[src/rtl/cmp_seq_pkg.sv]
// Shared constants for the comparator phase sequencer.
//   ST_*         : comparator state codes; the sequencer FSM encodes directly in them
//   PAD0..PAD2   : pad sub-phase indices
//   seq_state_e  : FSM state type built on the ST_* codes
//   total_bits() : number of comparator bits produced by one full run
package cmp_seq_pkg;

  localparam logic [2:0] ST_IDLE  = 3'b000;
  localparam logic [2:0] ST_PAD   = 3'b010;
  localparam logic [2:0] ST_L1    = 3'b011;
  localparam logic [2:0] ST_L2    = 3'b100;
  localparam logic [2:0] ST_L3    = 3'b101;
  localparam logic [2:0] ST_FLUSH = 3'b110;
  localparam logic [2:0] ST_DONE  = 3'b111;

  localparam logic [1:0] PAD0 = 2'd0;
  localparam logic [1:0] PAD1 = 2'd1;
  localparam logic [1:0] PAD2 = 2'd2;

  typedef enum logic [2:0] {
    StIdle  = ST_IDLE,
    StPad   = ST_PAD,
    StL1    = ST_L1,
    StL2    = ST_L2,
    StL3    = ST_L3,
    StFlush = ST_FLUSH,
    StDone  = ST_DONE
  } seq_state_e;

  function automatic int unsigned total_bits(input int unsigned pad_len,
                                             input int unsigned l1_len,
                                             input int unsigned l2_len,
                                             input int unsigned l3_len);
    return 3 * pad_len + l1_len + l2_len + l3_len;
  endfunction

endpackage

[src/rtl/cmp_bit_packer.sv]
// LSB-first bit packer with a single registered valid/ready output stage.
//   clk, rst_n  : clock, asynchronous active-low reset
//   bit_en      : a comparator bit is valid this cycle (already qualified by the caller)
//   bit_data    : the comparator bit
//   flush       : emit a partial accumulator (acc_cnt > 0) as a zero-padded word
//   word        : packed output word
//   word_valid  : word holds valid data
//   word_ready  : downstream accepts word
//   acc_cnt     : bits currently held in the accumulator (feeds the accept rule)
module cmp_bit_packer #(
  parameter int unsigned OUT_W = 16,
  localparam int unsigned CNT_W = $clog2(OUT_W + 1)
) (
  input  logic             clk,
  input  logic             rst_n,
  input  logic             bit_en,
  input  logic             bit_data,
  input  logic             flush,
  output logic [OUT_W-1:0] word,
  output logic             word_valid,
  input  logic             word_ready,
  output logic [CNT_W-1:0] acc_cnt
);

  localparam int unsigned IDX_W = (OUT_W > 1) ? $clog2(OUT_W) : 1;

  logic [OUT_W-1:0] acc_q, acc_d;
  logic [CNT_W-1:0] cnt_q, cnt_d;
  logic [OUT_W-1:0] word_q, word_d;
  logic             valid_q, valid_d;
  logic             full;
  logic             out_free;
  logic             load;

  always_comb begin
    full     = (cnt_q == CNT_W'(OUT_W));
    out_free = !valid_q || word_ready;
    load     = out_free && (full || (flush && (cnt_q != '0)));

    acc_d   = acc_q;
    cnt_d   = cnt_q;
    word_d  = word_q;
    valid_d = valid_q;

    if (valid_q && word_ready) begin
      valid_d = 1'b0;
    end
    // Clearing the accumulator on load is what zero-fills the top of a partial word.
    if (load) begin
      word_d  = acc_q;
      valid_d = 1'b1;
      acc_d   = '0;
      cnt_d   = '0;
    end
    // Uses the post-load count so a bit landing with a load starts the next word.
    if (bit_en && (cnt_d != CNT_W'(OUT_W))) begin
      acc_d[cnt_d[IDX_W-1:0]] = bit_data;
      cnt_d = cnt_d + 1'b1;
    end
  end

  always_ff @(posedge clk or negedge rst_n) begin
    if (!rst_n) begin
      acc_q   <= '0;
      cnt_q   <= '0;
      word_q  <= '0;
      valid_q <= 1'b0;
    end else begin
      acc_q   <= acc_d;
      cnt_q   <= cnt_d;
      word_q  <= word_d;
      valid_q <= valid_d;
    end
  end

  assign word       = word_q;
  assign word_valid = valid_q;
  assign acc_cnt    = cnt_q;

endmodule

[src/rtl/cmp_phase_sequencer.sv]
// Sequences the threshold comparator through one detection run (pad sub-phases 0..2,
// then L1/L2/L3), pulls samples from the upstream stream and packs the returned
// comparator bits into OUT_W-bit words for the downstream sink.
//   iCLK, iRSTn              : clock, asynchronous active-low reset
//   iSTART                   : start-of-run pulse, honoured only in IDLE
//   iSRC_VALID / oSRC_READY  : upstream sample handshake
//   oCMP_EN, oSTATE, oPAD    : comparator enable, state code and pad index
//   iCMP_DATA, iCMP_EN       : comparator result bit and its valid (one cycle after oCMP_EN)
//   oWORD, oWORD_VALID, iWORD_READY : packed output handshake
//   oBUSY, oDONE             : run in progress, end-of-run pulse
//   oHIT_CNT                 : count of '1' bits in the run (only with CMP_SEQ_HITCNT_EN)
// Optional feature macro: CMP_SEQ_HITCNT_EN adds the saturating hit counter.
module cmp_phase_sequencer
  import cmp_seq_pkg::*;
#(
  parameter int unsigned IL      = 10,
  parameter int unsigned PAD_LEN = 16,
  parameter int unsigned L1_LEN  = 64,
  parameter int unsigned L2_LEN  = 64,
  parameter int unsigned L3_LEN  = 32,
  parameter int unsigned OUT_W   = 16
) (
  input  logic             iCLK,
  input  logic             iRSTn,
  input  logic             iSTART,
  input  logic             iSRC_VALID,
  output logic             oSRC_READY,
  output logic             oCMP_EN,
  output logic [2:0]       oSTATE,
  output logic [1:0]       oPAD,
  input  logic             iCMP_DATA,
  input  logic             iCMP_EN,
  output logic [OUT_W-1:0] oWORD,
  output logic             oWORD_VALID,
  input  logic             iWORD_READY,
  output logic             oBUSY,
`ifdef CMP_SEQ_HITCNT_EN
  output logic [15:0]      oHIT_CNT,
`endif
  output logic             oDONE
);

  localparam int unsigned CNT_W   = $clog2(OUT_W + 1);
  localparam int unsigned MAX_A   = (PAD_LEN > L1_LEN) ? PAD_LEN : L1_LEN;
  localparam int unsigned MAX_B   = (L2_LEN > L3_LEN) ? L2_LEN : L3_LEN;
  localparam int unsigned MAX_LEN = (MAX_A > MAX_B) ? MAX_A : MAX_B;
  localparam int unsigned PH_W    = $clog2(MAX_LEN + 1);

  localparam logic [PH_W-1:0] PAD_LAST = PH_W'(PAD_LEN - 1);
  localparam logic [PH_W-1:0] L1_LAST  = PH_W'(L1_LEN - 1);
  localparam logic [PH_W-1:0] L2_LAST  = PH_W'(L2_LEN - 1);
  localparam logic [PH_W-1:0] L3_LAST  = PH_W'(L3_LEN - 1);

  // IL only documents the sample width expected of the paired comparator.
  if (IL == 0) begin : g_bad_il
    $error("IL must be non-zero");
  end
  if (PAD_LEN == 0 || L1_LEN == 0 || L2_LEN == 0 || L3_LEN == 0 || OUT_W < 2) begin : g_bad_len
    $error("phase lengths must be non-zero and OUT_W at least 2");
  end

  seq_state_e       state_q;
  logic [1:0]       pad_q;
  logic [PH_W-1:0]  ph_cnt_q;
  logic             busy_q;
  logic             done_q;
  logic             inflight_q;

  logic [CNT_W-1:0] acc_cnt;
  logic [CNT_W:0]   pending;
  logic             word_valid;
  logic             active;
  logic             src_ready;
  logic             cmp_en;
  logic             bit_en;
  logic             flush;
  logic             flush_done;
  logic [PH_W-1:0]  phase_last;
  logic             phase_end;

  always_comb begin
    unique case (state_q)
      StPad, StL1, StL2, StL3: active = 1'b1;
      default:                 active = 1'b0;
    endcase

    unique case (state_q)
      StL1:    phase_last = L1_LAST;
      StL2:    phase_last = L2_LAST;
      StL3:    phase_last = L3_LAST;
      default: phase_last = PAD_LAST;
    endcase

    // Bits already held plus the one still in the comparator must leave room for this one.
    pending    = {1'b0, acc_cnt} + {{CNT_W{1'b0}}, inflight_q};
    src_ready  = active && (pending < (CNT_W + 1)'(OUT_W));
    cmp_en     = src_ready && iSRC_VALID;
    phase_end  = cmp_en && (ph_cnt_q == phase_last);
    // A bit without a matching request is a protocol error and is dropped.
    bit_en     = iCMP_EN && inflight_q;
    flush      = (state_q == StFlush) && !inflight_q;
    flush_done = flush && (acc_cnt == '0) && (!word_valid || iWORD_READY);
  end

  always_ff @(posedge iCLK or negedge iRSTn) begin
    if (!iRSTn) begin
      inflight_q <= 1'b0;
    end else begin
      inflight_q <= cmp_en;
    end
  end

  always_ff @(posedge iCLK or negedge iRSTn) begin
    if (!iRSTn) begin
      state_q  <= StIdle;
      pad_q    <= PAD0;
      ph_cnt_q <= '0;
      busy_q   <= 1'b0;
      done_q   <= 1'b0;
    end else begin
      done_q <= 1'b0;
      unique case (state_q)
        StIdle: begin
          if (iSTART) begin
            state_q  <= StPad;
            pad_q    <= PAD0;
            ph_cnt_q <= '0;
            busy_q   <= 1'b1;
          end
        end
        StPad, StL1, StL2, StL3: begin
          if (phase_end) begin
            ph_cnt_q <= '0;
            case (state_q)
              StPad: begin
                if (pad_q == PAD2) begin
                  state_q <= StL1;
                  pad_q   <= PAD0;
                end else begin
                  pad_q <= pad_q + 1'b1;
                end
              end
              StL1:    state_q <= StL2;
              StL2:    state_q <= StL3;
              default: state_q <= StFlush;
            endcase
          end else if (cmp_en) begin
            ph_cnt_q <= ph_cnt_q + 1'b1;
          end
        end
        StFlush: begin
          if (flush_done) begin
            state_q <= StDone;
            done_q  <= 1'b1;
          end
        end
        StDone: begin
          state_q <= StIdle;
          busy_q  <= 1'b0;
        end
        default: state_q <= StIdle;
      endcase
    end
  end

  cmp_bit_packer #(
    .OUT_W(OUT_W)
  ) u_packer (
    .clk        (iCLK),
    .rst_n      (iRSTn),
    .bit_en     (bit_en),
    .bit_data   (iCMP_DATA),
    .flush      (flush),
    .word       (oWORD),
    .word_valid (word_valid),
    .word_ready (iWORD_READY),
    .acc_cnt    (acc_cnt)
  );

`ifdef CMP_SEQ_HITCNT_EN
  logic [15:0] hit_q;

  always_ff @(posedge iCLK or negedge iRSTn) begin
    if (!iRSTn) begin
      hit_q <= '0;
    end else if ((state_q == StIdle) && iSTART) begin
      hit_q <= '0;
    end else if (bit_en && iCMP_DATA && (hit_q != 16'hFFFF)) begin
      hit_q <= hit_q + 16'd1;
    end
  end

  assign oHIT_CNT = hit_q;
`endif

  assign oSRC_READY  = src_ready;
  assign oCMP_EN     = cmp_en;
  assign oSTATE      = state_q;
  assign oPAD        = pad_q;
  assign oWORD_VALID = word_valid;
  assign oBUSY       = busy_q;
  assign oDONE       = done_q;

endmodule

[config.mk]
export PLATFORM = sky130hd
export DESIGN_NAME = cmp_phase_sequencer
export DESIGN_NICKNAME = d
export VERILOG_FILES = /design/src/rtl/cmp_seq_pkg.sv /design/src/rtl/cmp_bit_packer.sv /design/src/rtl/cmp_phase_sequencer.sv
export SDC_FILE = /design/constraint.sdc
export NUM_CORES = 1
export LEC_CHECK = 0
export ABC_AREA = 1
export ABC_CLOCK_PERIOD_IN_PS = 2800
export BUFFER_PORTS_ARGS = -buffer_cell sky130_fd_sc_hd__buf_2
export CORE_MARGIN = 8
export CORE_UTILIZATION = 60
export DETAILED_ROUTE_END_ITERATION = 10
export PLACE_DENSITY = 0.84
export SLEW_MARGIN = 20
export SYNTH_ARGS = -nofsm -noshare
export SYNTH_HDL_FRONTEND = slang
export SYNTH_SLANG_ARGS = --single-unit
[constraint.sdc]
create_clock -name iCLK -period 2.8 [get_ports iCLK]
set_input_delay 0.56 -clock iCLK [delete_from_list [all_inputs] [get_ports iCLK]]
set_output_delay 0.56 -clock iCLK [all_outputs]
set_load 0.1 [all_outputs]
==> results of run 1 <==
## layer usage
metal	up-vias	GRT usage, %	share of wire [%]
met5	-	0	0
met4	0	5.95	0.88
met3	7	3.78	3.3
met2	48	32.0	51
met1	1182	19.5	44
li1	1256	-	-
## cell families after synthesis
group	synth area share, %
adders and majority gates	0.422
DFF	44.7
xor gates and xnor gates	1.48
muxes	6.08
and+or+nand+nor	34.1
buffers and inverters	9.37
AOI/OAI and AO/OA	3.80
## Yosys cell counts
cell / number / area share, %
nand2_1: 154 / 19
nor2_1: 18 / 2.3
inv_1: 28 / 3.5
o21ai_1: 1 / 0.17
nand3_1: 36 / 6.1
nand4_1: 8 / 1.7
or2_2: 1 / 0.21
xnor2_1: 1 / 0.30
inv_2: 13 / 1.6
buf_4: 3 / 0.76
o311ai_0: 6 / 1.8
clkbuf_1: 2 / 0.25
xor2_1: 4 / 1.2
nor2_2: 2 / 0.42
nor2_4: 1 / 0.38
mux2_2: 16 / 6.1
nand2_2: 3 / 0.63
a21oi_1: 2 / 0.34
and3_1: 1 / 0.21
nand4_2: 1 / 0.42
o31ai_1: 1 / 0.25
dfrtp_1: 53 / 45
nor3_1: 2 / 0.34
o21ai_0: 4 / 0.68
ha_1: 1 / 0.42
buf_6: 7 / 2.7
nor3b_2: 1 / 0.42
nand3_4: 2 / 1.2
buf_2: 3 / 0.51
o21ai_2: 2 / 0.59
nand2_4: 1 / 0.38
## final timing paths
kind                                     start                  to  slack (ns)  depth (start not counted)
max                                  oSTATE[1]             oCMP_EN        0.38                          6
min in group iCLK            u_packer.word[13]   u_packer.word[13]        0.50                          1
min                                      iRSTn   u_packer.acc_q[2]        0.37                          2
min reg2reg                  u_packer.word[13]   u_packer.word[13]        0.50                          1
max in group asynchronous                iRSTn         ph_cnt_q[6]        2.00                          2
max reg2reg                u_packer.acc_cnt[0]  u_packer.acc_q[12]        0.60                         10
## worst max-delay path, delay by kind of cell, from the launching register on
kind	cells	cell delay (ns)
buffers and inverters	3	0.68
DFF	1	0.46
and+or+nand+nor	3	0.43
## through the flow
| stage | total power, mW | std cells | cell area (sq um) | setup WS [ns] | utilization, % |
|---|---|---|---|---|---|
| 4_1_cts | 3.12 | 473 | 3190 | 0.381 | 67.1 |
| 2_1_floorplan | 2.48 | 378 | 2970 | 0.0368 | - |
| 6_report | 3.10 | 473 | 3190 | 0.375 | 67.1 |
| 3_5_place_dp | 2.71 | 465 | 3110 | 0.629 | 65.4 |
| 3_3_place_gp | 2.66 | 465 | 3110 | 0.684 | 65.4 |
| 5_1_grt | 3.31 | 473 | 3190 | 0.229 | 67.1 |
## cell usage in the layout, fill, tap and decap left out, types with 2 or more instances in the layout
cell      Yosys  final
nand4_1       8      8
nor3_1        2      2
clkbuf_1      2      3
inv_2        13     13
nand2_2       3      3
xor2_1        4      4
nand2_1     154    154
o21ai_0       4      4
o21ai_2       2      2
o311ai_0      6      6
clkbuf_8      0      5
nand3_1      36     36
buf_2         3     32
nor2_1       18     17
buf_4         3      3
mux2_2       16     16
a21oi_1       2      2
nor2_2        2      3
inv_1        28     28
dfrtp_1      53     53
nand3_4       2      2
## power groups by stage
stage | clock, mW | sequential, mW | combinational (mW)
after floorplan | 0 | 1.43 | 1.06
after global placement | 0 | 1.01 | 1.65
after detailed placement | 0 | 1.02 | 1.69
after CTS | 0.421 | 1.00 | 1.70
after global routing | 0.452 | 1.02 | 1.83
final | 0.403 | 1.01 | 1.69
## registers in the layout (all words and copies together), names as in the netlist
register,count
oSTATE,3
oDONE,1
oPAD,2
ph_cnt_q,7
u_packer.acc_cnt,5
u_packer.word_valid,1
inflight_q,1
u_packer.acc_q,16
u_packer.word,16
oBUSY,1
## layout make-up
type | count | area share (%)
Timing Repair Buffer | 35 | 5.73
Sequential cell | 53 | 41.6
Inverter | 41 | 4.82
Tap cell | 67 | 2.63
Clock buffer | 8 | 2.51
Multi-Input combinational cell | 269 | 42.7
==> reports/results.tsv, run 1 <==
stage	metric	value	unit
route	DR iter-0 viols	135	
setup_path	CP required	2.24	ns
sta	Setup Total Neg Slack	0	ns
cts	Skew-Pair Late Insertion Delay	0.30	ns
setup_path	WP data arrival	1.86	ns
cts	root cell of the clock tree	clkbuf_8	
synth	Mapped Cells	378	
sta	fin crit share	86.6	%
cts	Clock Sinks	53	
global_route	number of global-route vias before repair	2606	
place	dpl hpwl	4.35	mm
power_and_ir_drop	Switch Pwr	1.66	mW
cts	Clock H-tree levels	2	
setup_path	worst-path cell chain	inv_1 > nand2_1 > nand2_2 > nand4_1 > inv_1 > buf_2	
floorplan	Top Ports	33	
synth	post-synth cell types	31	
cts	TritonCTS clock tree	done	
sta	RSZ-0062 raised after global routing	no	
finish	share of layout cells above drive strength 1	20.7	%
global_route	global-route wire length before repair	10.9	mm
route	Routed Antenna Nets	0	
sta	Worst-Margin Slew	0.651	ns
power_and_ir_drop	combinational group share of total power	54.5	%
cts	clk slew on worst S/H paths	0.09	ns
floorplan	starting density of the core	62.4	%
global_route	GRT Total Usage	17.5	%
sta	min Tclk post-route	2.42	ns
setup_path	CP dominant cell by count	inv_1	
cts	Inserted Clock Buffers	5	
synth	proportion of synthesized chip area in sequential cells	44.7	%
finish	fin nets	413	
global_route	global route total overflow	0	
global_route	largest net degree at the start of global routing	54	
setup_path	crit path launch type	flip-flop	
place	IO Port Bufs	32	
setup_path	Worst Setup Path Type	flip-flop to output pin	
power_and_ir_drop	Peak VDD IR	0.915	mV
finish	Fill cells	406	
sta	Clock Skew	0.00713	ns
sta	fmax	0.412	GHz
synth	Synth Register Bits	53	
setup_path	slowest stage delay, CP	0.46	ns
sta	final setup vio count	0	
power_and_ir_drop	P_int	1.44	mW
worst_hold_path	worst hold-check path type	primary input to asynchronous set/reset pin	
cts	setup bufs post-CTS	0	
synth	Syn Area/Cell	7.84	sq um
floorplan	core area	4750	sq um
sta	Fin. Hold Viols	0	
finish	Reg area	1330	sq um
route	DR WL/cell	12.7	um
global_route	initial antenna violation count	0	
cts	Max clock buf depth	2	
cts	Post-CTS Resized	0	
finish	area of the multi-input gates	1360	sq um
power_and_ir_drop	power share of the clock group	13.0	%
sta	relative slew slack	56.6	%
route	DR DRC count	0	
cts	hold buffer count at CTS	0	
finish	P&R area growth vs syn	7.59	%
setup_path	slowest CP cell	dfrtp_1	
power_and_ir_drop	LEAKAGE	1.87	nW
setup_path	CP max FO	7	
floorplan	# rows	25	
synth	Syn. warnings	0	
floorplan	DIE AREA	7450	sq um
route	vias	2493	
floorplan	die width	86.3	um
route	Routed Wire Length	5.99	mm
finish	diodes inserted	0	
power_and_ir_drop	pwr/cell area	972	nW/um^2
run	number of max-cap violations	0	
power_and_ir_drop	switching share of power	53.4	%
setup_path	Setup crit end kind	output pin	
sta	Min Hold Slack	0.373	ns
power_and_ir_drop	sequential power share	32.5	%
route	router iterations before antenna repair	4	
synth	mapped cell area	2970	sq um
route	post-DR vias/cell	5.27	
run_status	status	completed	
place	global placement routability congestion	0.866	
sta	Final Slew Violations	0	
synth	Syn Nets	386	
floorplan	Die Ht	86.3	um
(Power assumes the default switching activity.)
==> run 2, diff against run 1 <==
--- a/config.mk
+++ b/config.mk
@@ -9,9 +9,9 @@
 export ABC_CLOCK_PERIOD_IN_PS = 2800
 export BUFFER_PORTS_ARGS = -buffer_cell sky130_fd_sc_hd__buf_2
 export CORE_MARGIN = 8
-export CORE_UTILIZATION = 60
+export CORE_UTILIZATION = 55
 export DETAILED_ROUTE_END_ITERATION = 10
-export PLACE_DENSITY = 0.84
+export PLACE_DENSITY = 0.79
 export SLEW_MARGIN = 20
 export SYNTH_ARGS = -nofsm -noshare
 export SYNTH_HDL_FRONTEND = slang
==> run 2 against run 1 <==
Against the previous run:
- setup slack got worse by 0.039 ns
- die area rose by 7.4%
- non-clock buffer count did not move
- utilization fell by 4.7 points
- critical endpoint unchanged
==> reports/results.tsv, run 2 (synthesis gave the netlist of run 1 again) <==
stage	metric	value	unit
setup_path	Setup crit end kind	output pin	
finish	Reg area	1330	sq um
route	Routed Wire Length	6.01	mm
place	global placement routability congestion	0.859	
cts	TritonCTS clock tree	done	
setup_path	WP data arrival	1.90	ns
sta	Setup Total Neg Slack	0	ns
global_route	met1 Use GR	17.9	%
place	dpl hpwl	4.44	mm
finish	Fill cells	464	
sta	Final Slew Violations	0	
place	IO Port Bufs	32	
finish	area of the multi-input gates	1360	sq um
sta	fin crit share	88.0	%
global_route	largest net degree at the start of global routing	31	
cts	root cell of the clock tree	clkbuf_8	
cts	Clock Sinks	53	
cts	Inserted Clock Buffers	5	
finish	P&R area growth vs syn	8.86	%
route	DR DRC count	0	
route	router iterations before antenna repair	4	
global_route	GRT Total Usage	16.6	%
place	Post-Place Cells	468	
worst_hold_path	worst hold-check path type	primary input to asynchronous set/reset pin	
run_status	status	completed	
setup_path	CP max FO	9	
sta	fmax	0.406	GHz
global_route	met2 usage	30.6	%
route	DR iter-0 viols	138	
power_and_ir_drop	total power	3.14	mW
global_route	global-route wire length before repair	10.6	mm
sta	final setup vio count	0	
sta	RSZ-0062 raised after global routing	no	
route	Routed Antenna Nets	0	
sta	Worst-Margin Slew	0.641	ns
floorplan	core area	5170	sq um
power_and_ir_drop	LEAKAGE	1.89	nW
sta	relative slew slack	57.2	%
cts	Skew-Pair Late Insertion Delay	0.30	ns
cts	setup bufs post-CTS	0	
route	post-DR vias/cell	5.17	
setup_path	Worst Setup Path Type	flip-flop to output pin	
finish	diodes inserted	0	
floorplan	# rows	26	
global_route	initial antenna violation count	0	
cts	Post-CTS Resized	0	
global_route	global route total overflow	0	
setup_path	crit path launch type	flip-flop	
route	DR WL/cell	12.6	um
sta	min Tclk post-route	2.46	ns
global_route	grt met3 use	3.58	%
floorplan	Die Ht	89.4	um
cts	Clock H-tree levels	2	
finish	most common library cell in the layout ignoring fill and taps	nand2_1	
floorplan	die width	89.4	um
floorplan	DIE AREA	8000	sq um
cts	Max clock buf depth	2	
sta	Clock Skew	0.00498	ns
finish	commonest cells after routing, fill and taps aside	nand2_1 (154), dfrtp_1 (53), nand3_1 (36)	
route	vias	2463	
finish	Core Util, Final	62.4	%
cts	hold buffer count at CTS	0	
global_route	GRT Max-Usage Layer	met2	
floorplan	Top Ports	33	
power_and_ir_drop	Peak VDD IR	0.798	mV
cts	clk slew on worst S/H paths	0.09	ns
power_and_ir_drop	pwr/cell area	974	nW/um^2
floorplan	starting density of the core	57.3	%
run	number of max-cap violations	0	
finish	fin nets	413	
global_route	number of global-route vias before repair	2563	
finish	final cell count without fillers	476	
finish	share of layout cells above drive strength 1	21.4	%
sta	Fin. Hold Viols	0	
setup_path	CP required	2.24	ns
run 2: cell types whose count changed in the layout (fill, tap and decap cells not counted), sizes merged:
| cell | delta |
|---|---|
| clkbuf | -1 |
| clkinv | +1 |
run 2: path summary, 6_finish.rpt:
kind / start / end / slack [ns] / depth (start not counted)
worst min register to register: oBUSY / oBUSY / 0.50 / 2
max in group asynchronous: iRSTn / ph_cnt_q[0] / 1.97 / 2
worst max-delay path: u_packer.acc_cnt[3] / oCMP_EN / 0.34 / 6
worst min-delay path: iRSTn / u_packer.word[0] / 0.27 / 1
worst max register to register: u_packer.acc_cnt[0] / u_packer.acc_q[13] / 0.51 / 10
min in group iCLK: oBUSY / oBUSY / 0.50 / 2
run 2: layout make-up:
class,instances,area share [%]
tap,70,2.71
clock inverter,1,0.155
clock buffer,7,2.98
sequential,53,41.1
multi-input combinational,269,42.2
timing repair buffer,35,6.05
inverter,41,4.77
run 2: worst max-delay path, cell delays in order (launching register included):
cell,delay [ns]
dfrtp_1,0.52
nand2_1,0.19
inv_1,0.07
nand3_1,0.13
nand4_1,0.16
inv_1,0.11
buf_2,0.43
run 2: through the flow:
stage               area (sq um)  hold slack [ns]  worst slack [ns]
floorplan                   2970            0.264            0.0368
global placement            3130            0.469             0.601
detailed placement          3130            0.474             0.496
CTS                         3230            0.289             0.336
global route                3230            0.309             0.217
finish                      3230            0.271             0.336
run 2: where the power goes:
| group | switching [mW] | leakage (nW) | internal, mW |
|---|---|---|---|
| clock | 0.234 | 0.0542 | 0.224 |
| combinational | 1.29 | 1.11 | 0.387 |
| sequential | 0.128 | 0.722 | 0.881 |
run 2: per-layer routing:
layer,routed length [um],share of wire (%)
met3,267,4.4
met1,2600,43
met4,124,2.1
met2,3020,50
met5,0,0
